[src/rtl/stage1_row_loader.sv]
// Row feeder for the row-DCT stage: level-shifts 8-bit pixels, converts them exactly
// to IEEE-754 singles and hands out rows of eight with a valid/ready handshake.
module stage1_row_loader #(
    parameter int unsigned LEVEL_SHIFT = 128
) (
    input  logic        clk,
    input  logic        reset,
    input  logic [7:0]  pix_in,
    input  logic        pix_valid,
    output logic        pix_ready,
    input  logic        out_ready,
    output logic [31:0] M0,
    output logic [31:0] M1,
    output logic [31:0] M2,
    output logic [31:0] M3,
    output logic [31:0] M4,
    output logic [31:0] M5,
    output logic [31:0] M6,
    output logic [31:0] M7,
    output logic        valid,
    output logic [2:0]  row_idx,
    output logic        last_row
);
    localparam logic [8:0] SHIFT = 9'(LEVEL_SHIFT);

    logic [31:0] slot [8];
    logic [31:0] row  [8];
    logic [2:0]  cnt;
    logic        collect_full;
    logic        first_row;
    logic        accept;
    logic        transfer;

    logic [8:0]  s;
    logic [8:0]  s_neg;
    logic [7:0]  mag;
    logic [2:0]  lead;
    logic [7:0]  norm;
    logic [31:0] fp;

    // Exact int->float: |s| fits in 8 bits, so the mantissa never needs rounding.
    always_comb begin
        s     = {1'b0, pix_in} - SHIFT;
        s_neg = '0 - s;
        mag   = s[8] ? s_neg[7:0] : s[7:0];
        lead  = '0;
        for (int unsigned i = 1; i < 8; i++) begin
            if (mag[i]) lead = 3'(i);
        end
        norm = mag << (3'd7 - lead);
        if (mag == '0) fp = '0;
        else           fp = {s[8], 8'd127 + {5'd0, lead}, norm[6:0], 16'd0};
    end

    assign pix_ready = !collect_full;
    assign accept    = pix_valid && pix_ready;
    assign transfer  = collect_full && (!valid || out_ready);
    assign last_row  = valid && (row_idx == 3'd7);

    always_ff @(posedge clk) begin
        if (accept) slot[cnt] <= fp;
    end

    always_ff @(posedge clk) begin
        if (reset) begin
            cnt          <= '0;
            collect_full <= 1'b0;
            valid        <= 1'b0;
            row_idx      <= '0;
            first_row    <= 1'b1;
            for (int unsigned i = 0; i < 8; i++) row[i] <= '0;
        end else begin
            if (accept) begin
                cnt <= cnt + 3'd1;
                if (cnt == 3'd7) collect_full <= 1'b1;
            end
            // accept and transfer are mutually exclusive: one needs !full, the other full.
            if (transfer) begin
                for (int unsigned i = 0; i < 8; i++) row[i] <= slot[i];
                valid        <= 1'b1;
                collect_full <= 1'b0;
                first_row    <= 1'b0;
                if (!first_row) row_idx <= row_idx + 3'd1;
            end else if (valid && out_ready) begin
                valid <= 1'b0;
            end
        end
    end

    assign M0 = row[0];
    assign M1 = row[1];
    assign M2 = row[2];
    assign M3 = row[3];
    assign M4 = row[4];
    assign M5 = row[5];
    assign M6 = row[6];
    assign M7 = row[7];
endmodule

[config.mk]
export PLATFORM = sky130hd
export DESIGN_NAME = stage1_row_loader
export DESIGN_NICKNAME = d
export VERILOG_FILES = /design/src/rtl/stage1_row_loader.sv
export SDC_FILE = /design/constraint.sdc
export NUM_CORES = 1
export LEC_CHECK = 0
export CORE_ASPECT_RATIO = 0.8
export CORE_MARGIN = 3
export CORE_UTILIZATION = 52
export DETAILED_ROUTE_END_ITERATION = 10
export PLACE_DENSITY_LB_ADDON = 0.3
export SETUP_SLACK_MARGIN = 0.15
export SLEW_MARGIN = 15
export SYNTH_ARGS = -nofsm -noshare
export SYNTH_HDL_FRONTEND = slang
export SYNTH_SLANG_ARGS = --single-unit
[constraint.sdc]
create_clock -name clk -period 12.35 [get_ports clk]
set_input_delay 2.47 -clock clk [delete_from_list [all_inputs] [get_ports clk]]
set_output_delay 2.47 -clock clk [all_outputs]
set_load 0.005 [all_outputs]
==> flow_metrics.py <==
metrics = {
    "logic_synthesis": {
        "synthAdderAreaFrac": 0.00893,
        "yosysMostFrequentCell": "edfxtp_1",
        "syn_inst": 667,
        "synth_ff_type": "edfxtp_1",
        "synthSimpleGateAreaFrac": 0.116,
        "seq_area_frac_synth": 0.704,
        "synthXorXnorAreaFrac": 0.00179,
        "ys_async_sr_fraction": 0,
        "ys_warn_count": 0,
        "syn_area_um2": 9800,
        "ys_types": 62,
        "synth_edf_count": 224,
        "yosysTopAreaCell": "edfxtp_1",
        "synth_top_family_by_area": "buffers and inverters",
        "netlist_top_cells_area": "edfxtp_1 (69%), buf_4 (11%), and2_1 (5.5%), nor2b_1 (2.0%), dfxtp_1 (1.8%)",
        "synthMuxAreaShare": 0.00638,
        "synth_common_cells": "edfxtp_1 (224), buf_4 (144), and2_1 (86), nor2b_1 (32), nor2_1 (23)",
        "synth_top_area_share": 0.686,
        "synth_seq_cells": 233,
        "synth_compound_area_frac": 0.0387,
        "avgSynthCellArea_um2": 14.7,
    },
    "die": {
        "fp-row-count": 44,
        "dieArea_um2": 20500,
        "die_h_um": 129,
        "ios": 274,
        "chipWidth_um": 160,
        "start_util": 0.535,
        "core_area_um2": 18300,
    },
    "sta": {
        "fin_crit_ps": 6340,
        "final.period_utilization": 0.514,
        "timing.final.ws_setup_ps": 6010,
        "drv_slew": 0,
        "worstMarginPinSlew_ps": 1110,
        "fmax_mhz": 158,
        "finalHoldViolations": 0,
        "finClkSkew_ps": 11.8,
        "setup_viol": 0,
        "timing.setup.tns_ps": 0,
        "max_slew_margin": 0.253,
        "rsz0062_at_grt": "false",
    },
    "critical_path": {
        "cp_data_arrival_time_ps": 6490,
        "cp.required_ps": 12500,
        "cp-end-kind": "register",
        "r2r_start": "collect_full",
        "startpoint": "pix_in[0]",
        "start_kind": "primary input",
        "crit_fanout": 14,
        "critPathKind": "in -> reg",
    },
    "power": {
        "p_int_mw": 1.31,
        "powerDensity_nw_per_um2": 143,
        "ir_drop_uv": 102,
        "p_switching_uw": 362,
        "p_comb_frac": 0.074,
        "sw_frac_of_total": 0.217,
        "power.leakage_nw": 4.34,
        "power_frac_clock": 0.381,
        "p_seq_frac": 0.545,
    },
    "route": {
        "vias": 5183,
        "routed_via_density": 4.80,
        "drt_iter0_drc": 437,
        "antenna_left": 0,
        "firstDrtPassIters": 4,
        "wirelength_um": 18900,
        "avgRoutedWirePerCell_um": 17.5,
        "drc_errors": 0,
    },
    "global_route": {
        "grt_max_degree": 85,
        "grt_pass1_wl_um": 28400,
        "antenna_found_initial": 0,
        "grt_use_total": 0.177,
        "overflow": 0,
        "first_global_vias": 4994,
    },
    "cts": {
        "cts_hold_buffers": 0,
        "cts_root_buf": "clkbuf_16",
        "htreeDepth": 1,
        "clk_pin_slew_ps": 60,
        "clock_sinks": 233,
        "numCtsBuffers": 23,
        "clockBufferDepth": 3,
        "cts.repair.resized": 0,
        "cts_setup_buffers": 0,
        "insertion_delay_ps": 490,
        "tritoncts": "yes",
    },
    "final_layout": {
        "final_nets": 830,
        "areaGrowthSynthToFinish_pct": 19.4,
        "insertedDiodeCount": 0,
        "fin_area_um2": 11700,
        "nFillCells": 1299,
        "final_layout_size_suffix_gt1_frac": 0.0823,
    },
    "placed_design": {
        "port-buffer-count": 145,
        "hpwlAfterDp_um": 12400,
        "placed_area_um2": 11000,
        "place_congestion": 0.888,
        "post-place-ws_ps": 5630,
    },
    "outcome": {
        "status": "finished clean",
    },
    "flow_run": {
        "cap_violations": 0,
    },
    "min_path": {
        "hold_path_class": "reg -> reg",
        "hold_path_startpoint": "slot[5][30]",
    },
}
## sequential cells by signal (all words and copies together), names as in the netlist
register      cells
row             112
slot            112
cnt               3
row_idx           3
collect_full      1
first_row         1
valid             1
## power groups by stage
stage / Sequential [mW] / Combinational, mW / Clock (mW)
finish: 0.910 / 0.124 / 0.636
global route: 0.912 / 0.134 / 0.682
CTS: 0.910 / 0.121 / 0.645
detailed placement: 0.926 / 0.120 / 0
global placement: 0.926 / 0.115 / 0
floorplan: 0.926 / 0.0882 / 0
## final timing paths
check             slack, ps  depth (start not counted)           to
setup / recovery       6010                          9  slot[6][28]
hold / removal          510                          1   row[1][62]
setup reg to reg       9570                          3   row[0][51]
hold reg to reg         510                          1   row[1][62]
## metrics by stage
| step | power, mW | hold slack [ps] | instances | utilization |
|---|---|---|---|---|
| floorplan | 1.01 | 462 | 802 | - |
| global placement | 1.04 | 476 | 1039 | 0.600 |
| detailed placement | 1.05 | 500 | 1039 | 0.600 |
| CTS | 1.68 | 501 | 1079 | 0.638 |
| global route | 1.73 | 524 | 1079 | 0.639 |
| finish | 1.67 | 507 | 1079 | 0.639 |
## logic make-up after synthesis
family,count (synthesis)
other cells,1
mux,6
fa+ha+maj,7
flops,233
simple gates,193
compound gates,50
xor+xnor,2
buf+inv,175
## final cells by class
type | instances | area, um^2 | share of cell area
sequential | 233 | 6910 | 0.590
multi-input combinational | 394 | 2270 | 0.194
timing repair buffer | 152 | 1500 | 0.128
clock buffer | 24 | 579 | 0.0495
tap | 253 | 317 | 0.0270
clock inverter | 16 | 109 | 0.00930
inverter | 7 | 26.3 | 0.00224
## worst max-delay path, cell delays in order
cell and delay, ps:
clkdlybuf4s50_1 680, inv_1 220, ha_1 380, nor4b_2 330, or3b_1 420, a21o_1 270, nor2_2 250, nand3_1 510
nor2_1 950
## layer usage
layer / GRT usage / share of wire / vias up
met5: 0 / 0 / -
li1: - / - / 2352
met1: 0.243 / 0.40 / 2455
met4: 0.0381 / 0.019 / 0
met2: 0.295 / 0.48 / 340
met3: 0.0386 / 0.10 / 36
## layout by cell type (no fill, tap or decap), types with 2 or more instances in the layout
cell type          n
mux2i_1            4
nor2b_1           32
a21oi_2            2
clkdlybuf4s50_1  145
inv_1              6
or3_1              2
clkinv_2           7
nand2_1           15
nor3_4             3
edfxtp_1         224
buf_4              7
nor3_1             4
o21bai_1           2
conb_1           136
dfxtp_1            9
a31oi_1            2
a21oi_1           11
and2_1            86
a21o_1             3
nand2b_1           5
xnor2_1            2
and3_1             2
ha_1               7
o21ai_0            7
or2_2              2
nor2_1            21
nand3_1            5
clkinv_1           5
nor2_2             2
clkbuf_16         23
a311oi_1           3
Power figures use the tool's default switching activity.
